### src/rtl/instr_assembler.sv
// MIPS field-tuple assembler: packs R/I/J fields into 32-bit words and queues
// them, each tagged with a sequential word address, for an IM loader stream.
module instr_assembler #(
    parameter int unsigned DEPTH     = 4,
    parameter logic [31:0] BASE_ADDR = 32'h0000_3000
) (
    input  logic                     clk,
    input  logic                     rst_n,
    input  logic                     flush,
    input  logic                     in_valid,
    output logic                     in_ready,
    input  logic [1:0]               fmt,
    input  logic [5:0]               op,
    input  logic [4:0]               rs,
    input  logic [4:0]               rt,
    input  logic [4:0]               rd,
    input  logic [4:0]               shamt,
    input  logic [5:0]               funct,
    input  logic [15:0]              imm,
    input  logic [25:0]              imm1,
    output logic                     out_valid,
    input  logic                     out_ready,
    output logic [31:0]              out_instr,
    output logic [31:0]              out_addr,
    output logic [$clog2(DEPTH):0]   count,
    output logic                     err,
    input  logic                     err_clr
);

    localparam int unsigned PW = $clog2(DEPTH);
    localparam int unsigned CW = $clog2(DEPTH) + 1;
    localparam logic [CW-1:0] FULL = CW'(DEPTH);

    logic [31:0]   mem_instr [DEPTH];
    logic [31:0]   mem_addr  [DEPTH];
    logic [PW-1:0] wr_ptr_q, rd_ptr_q;
    logic [CW-1:0] count_q;
    logic [31:0]   next_addr_q;
    logic          err_q;

    logic [31:0]   enc_word;
    logic          reserved;
    logic          accept;
    logic          push;
    logic          pop;

    // Pack the fields selected by fmt; unused fields never reach the word.
    always_comb begin
        enc_word = '0;
        case (fmt)
            2'b00:   enc_word = {op, rs, rt, rd, shamt, funct};
            2'b01:   enc_word = {op, rs, rt, imm};
            2'b10:   enc_word = {op, imm1};
            default: enc_word = '0;
        endcase
    end

    assign reserved  = (fmt == 2'b11);
    assign in_ready  = (count_q != FULL);
    assign out_valid = (count_q != '0);
    assign accept    = in_valid && in_ready;
    // flush overrides both sides of the FIFO in its cycle.
    assign push      = accept && !reserved && !flush;
    assign pop       = out_valid && out_ready && !flush;

    assign out_instr = out_valid ? mem_instr[rd_ptr_q] : '0;
    assign out_addr  = out_valid ? mem_addr[rd_ptr_q]  : '0;
    assign count     = count_q;
    assign err       = err_q;

    // Pointers, occupancy and address counter; full/empty come from count only.
    always_ff @(posedge clk or negedge rst_n) begin
        if (!rst_n) begin
            wr_ptr_q    <= '0;
            rd_ptr_q    <= '0;
            count_q     <= '0;
            next_addr_q <= BASE_ADDR;
        end else if (flush) begin
            wr_ptr_q    <= '0;
            rd_ptr_q    <= '0;
            count_q     <= '0;
            next_addr_q <= BASE_ADDR;
        end else begin
            if (push) begin
                wr_ptr_q    <= wr_ptr_q + PW'(1);
                next_addr_q <= next_addr_q + 32'd4;
            end
            if (pop) begin
                rd_ptr_q <= rd_ptr_q + PW'(1);
            end
            case ({push, pop})
                2'b10:   count_q <= count_q + CW'(1);
                2'b01:   count_q <= count_q - CW'(1);
                default: count_q <= count_q;
            endcase
        end
    end

    // Sticky reserved-format flag; a reserved accept beats err_clr, flush leaves it alone.
    always_ff @(posedge clk or negedge rst_n) begin
        if (!rst_n) begin
            err_q <= 1'b0;
        end else if (!flush) begin
            if (accept && reserved) begin
                err_q <= 1'b1;
            end else if (err_clr) begin
                err_q <= 1'b0;
            end
        end
    end

    // Storage needs no reset: outputs are masked while the FIFO is empty.
    always_ff @(posedge clk) begin
        if (push) begin
            mem_instr[wr_ptr_q] <= enc_word;
            mem_addr[wr_ptr_q]  <= next_addr_q;
        end
    end

endmodule

### config.mk
export PLATFORM = sky130hd
export DESIGN_NAME = instr_assembler
export DESIGN_NICKNAME = d
export VERILOG_FILES = /design/src/rtl/instr_assembler.sv
export SDC_FILE = /design/constraint.sdc
export NUM_CORES = 1
export LEC_CHECK = 0
export ABC_AREA = 1
export ABC_CLOCK_PERIOD_IN_PS = 5100
export BUFFER_PORTS_ARGS = -buffer_cell sky130_fd_sc_hd__buf_2
export CAP_MARGIN = 20
export CELL_PAD_IN_SITES_DETAIL_PLACEMENT = 2
export CELL_PAD_IN_SITES_GLOBAL_PLACEMENT = 2
export CORE_ASPECT_RATIO = 1.1
export CORE_UTILIZATION = 37
export DETAILED_ROUTE_END_ITERATION = 10
export PLACE_DENSITY = 0.78
export SYNTH_ARGS = -nofsm -noshare
export SYNTH_HDL_FRONTEND = slang
export SYNTH_SLANG_ARGS = --single-unit
### constraint.sdc
create_clock -name clk -period 5.1 [get_ports clk]
set_input_delay 1.02 -clock clk [delete_from_list [all_inputs] [get_ports clk]]
set_output_delay 1.02 -clock clk [all_outputs]
set_load 0.02 [all_outputs]
==> run_results.csv <==
group,metric,value,unit
setup_path,arrival,3.15,ns
global_routing,grt_pass1_wl,63.6,mm
place,portBuffers,149,
sta,slew_headroom,0.321,
clocking,cts_setup_buffers,0,
sta,drv_slew,0,
setup_path,rr_worst_depth,12,
synth,netlist_area,12500,um2
setup_path,rr_endpoint,"count[2]",
clocking,cts_num_sinks,286,
setup_path,cp_slowest_cell,"dfrtp_4",
synth,synth_cell_types,32,
sta,finalSetupViolCount,0,
detailed_routing,wl_per_cell,22.9,um
die,fp.dieW,177,um
final_layout,fill_cells,3576,
power_and_ir_drop,sw_frac_of_total,0.313,
clocking,cts_resized,0,
min_path,hp-class,"flop to flop",
place,pre_cts_slack,1.51,ns
synth,async_flop_share,0.133,
die,core,33300,um2
global_routing,grt_pass1_vias,10900,
detailed_routing,first_pass_iters,4,
final_layout,fin_util,0.441,
global_routing,antenna_found_initial,0,
setup_path,critPathMaxFanout,50,
power_and_ir_drop,power_frac_seq,0.432,
setup_path,crit_start,"rd_ptr_q[0]",
sta,setup_ws,0.931,ns
setup_path,startpoint_type,"flop",
clocking,cts_buffers,29,
power_and_ir_drop,comb_power_share,0.206,
setup_path,crit_path_end_kind,"output pin",
outcome,outcome,"completed",
place,hpwl,25.5,mm
final_layout,syn2layout_area_growth,17.2,%
run,cap_violations,0,
detailed_routing,wl,41.6,mm
detailed_routing,via_count,9709,
power_and_ir_drop,power.density,420,nW/um2
power_and_ir_drop,netSwitchingPower,0.00193,W
synth,ys_top_cells_by_count,"322 x nor2_1, 248 x edfxtp_1, 165 x nand2_1",
setup_path,r2r_setup_slack,2.33,ns
detailed_routing,drt_iter0_markers,597,
sta,holdWs,0.490,ns
die,die_h,195,um
global_routing,grt-ovfl-total,0,
die,boundaryPins,152,
setup_path,worstSetupEndpoint,"out_addr[8]",
sta,clock.fmax,0.240,GHz
die,rows,70,
setup_path,path_depth,5,
setup_path,required,4.08,ns
clocking,cts-root-buf,"clkbuf_16",
sta,final.min_clock_period,4.17,ns
detailed_routing,drc,0,
global_routing,grt_usage,0.243,
synth,ys_top_cells_by_area,"edfxtp_1 59%, nor2_1 9.6%, dfrtp_1 7.2%",
synth,ys_seq_area_frac,0.670,
die,start_util,0.377,
setup_path,crit_buf_inv,3,
clocking,cts_tree,"built",
final_layout,fin_nets,1450,
setup_path,critPathTopFamily,"buffers and inverters",
sta,tightest_slew,1.02,ns
detailed_routing,drt-vias-per-instance,5.34,
synth,ys.flop_type,"edfxtp_1",
final_layout,n_antenna_cell,0,
final_layout,drive_gt1_frac,0.167,
synth,synth_edf_count,248,
synth,synth.top_cell.area_share,0.594,
sta,clock_skew,0.0142,ns
global_routing,grt_max_degree,84,
power_and_ir_drop,clockPowerShare,0.362,
synth,postSynthCellCount,1230,
setup_path,slowest_delay,0.70,ns
setup_path,path_cells,"inv_2 -> buf_4 -> o21ai_0 -> a21oi_1 -> buf_2",
sta,hold_viol_final,0,
power_and_ir_drop,p_leak,5.63,nW
power_and_ir_drop,p_int,0.00425,W
synth,yosys_warnings,0,
clocking,clk_pin_slew,0.06,ns
power_and_ir_drop,irDropWorstVdd,254,uV
die,dieArea,34600,um2
synth,syn_area_per_cell,10.2,um2
synth,yosys_register_bits,286,
clocking,cts.path.max_buffers,3,
clocking,htree_levels,1,
place,place_congestion,0.723,
setup_path,crit_type,"flop to output pin",
clocking,clk_latency,0.56,ns
synth,synth_top_area_cell,"edfxtp_1",
detailed_routing,antenna_left,0,
sta,tns,0,ns
synth,yosys.cell_count.top_type,"nor2_1",
clocking,cts_hold_buffers,0,
sta,rsz0062_at_grt,"false",
setup_path,r2r-start,"count[2]",
sta,period_share,0.817,
==> worst min-delay path, delay by kind of cell, from the launching register on <==
family / cells / cell delay (ns)
DFF: 1 / 0.34
and+or+nand+nor: 2 / 0.11
==> power groups by stage <==
stage | clock network, W | logic [W] | registers, W
2_1_floorplan | 0 | 0.000789 | 0.00269
4_1_cts | 0.00227 | 0.00130 | 0.00267
3_3_place_gp | 0 | 0.00122 | 0.00271
6_report | 0.00223 | 0.00127 | 0.00267
5_1_grt | 0.00235 | 0.00139 | 0.00267
3_5_place_dp | 0 | 0.00127 | 0.00272
==> metal layers <==
| metal | wire, um | track usage |
|---|---|---|
| met1 | 16700 | 0.287 |
| met2 | 22200 | 0.459 |
| met5 | 0 | 0 |
| met3 | 1700 | 0.0261 |
| met4 | 977 | 0.0662 |
==> metrics by stage <==
| stage | cells | total power, W | cell area [um2] |
|---|---|---|---|
| floorplan | 1231 | 0.00347 | 12500 |
| global placement | 1762 | 0.00392 | 13700 |
| detailed placement | 1763 | 0.00399 | 13700 |
| CTS | 1817 | 0.00624 | 14700 |
| global route | 1817 | 0.00640 | 14700 |
| finish | 1817 | 0.00618 | 14700 |
==> cells in the final DEF (no fill, tap or decap), drive strengths merged, types with 2 or more instances in the layout <==
cell and count:
bufinv 4, buf 161, nand3 42, clkinv 6, conb 2, ha 5, edfxtp 248, nand2 168
o211ai 15, dfrtp 36, xor2 2, inv 79, clkinvlp 2, a21oi 71, dfstp 2, nand4 16
clkbuf 41, nor2 325, nor3 4, o21ai 150
==> final cells by class <==
type | count | area [um2] | area share
well taps | 432 | 541 | 0.0368
flip-flops and latches | 286 | 8410 | 0.572
inverters | 78 | 293 | 0.0199
multi-input cells | 806 | 3620 | 0.246
clock inverters | 13 | 173 | 0.0118
repair buffers | 161 | 848 | 0.0578
clock buffers | 41 | 811 | 0.0552
==> how the worst min path moves through the flow <==
stage / start / endpoint / cells past startpoint
finish: err / err / 2
global route: err / err / 2
CTS: err / err / 2
detailed placement: err / err / 2
global placement: err / err / 2
floorplan: next_addr_q[13] / next_addr_q[13] / 2
==> registers in the layout, summed over array words and instances (netlist names) <==
name         cells
mem_instr      128
mem_addr       120
next_addr_q     30
count            3
rd_ptr_q         2
wr_ptr_q         2
err              1
==> kinds of logic (layout without fill, tap and decap cells) <==
| kind of cell | count (synthesis) | count (layout) | share of synthesized area |
|---|---|---|---|
| XOR/XNOR | 3 | 3 | 0.00210 |
| AND/OR/NAND/NOR | 556 | 556 | 0.178 |
| buffers and inverters | 139 | 293 | 0.0438 |
| flip-flops | 286 | 286 | 0.670 |
| other | 1 | 2 | 0.000299 |
| AO/OA/AOI/OAI | 239 | 239 | 0.0989 |
| adder cells (fa/ha/maj) | 6 | 6 | 0.00659 |
(Power assumes the default switching activity.)
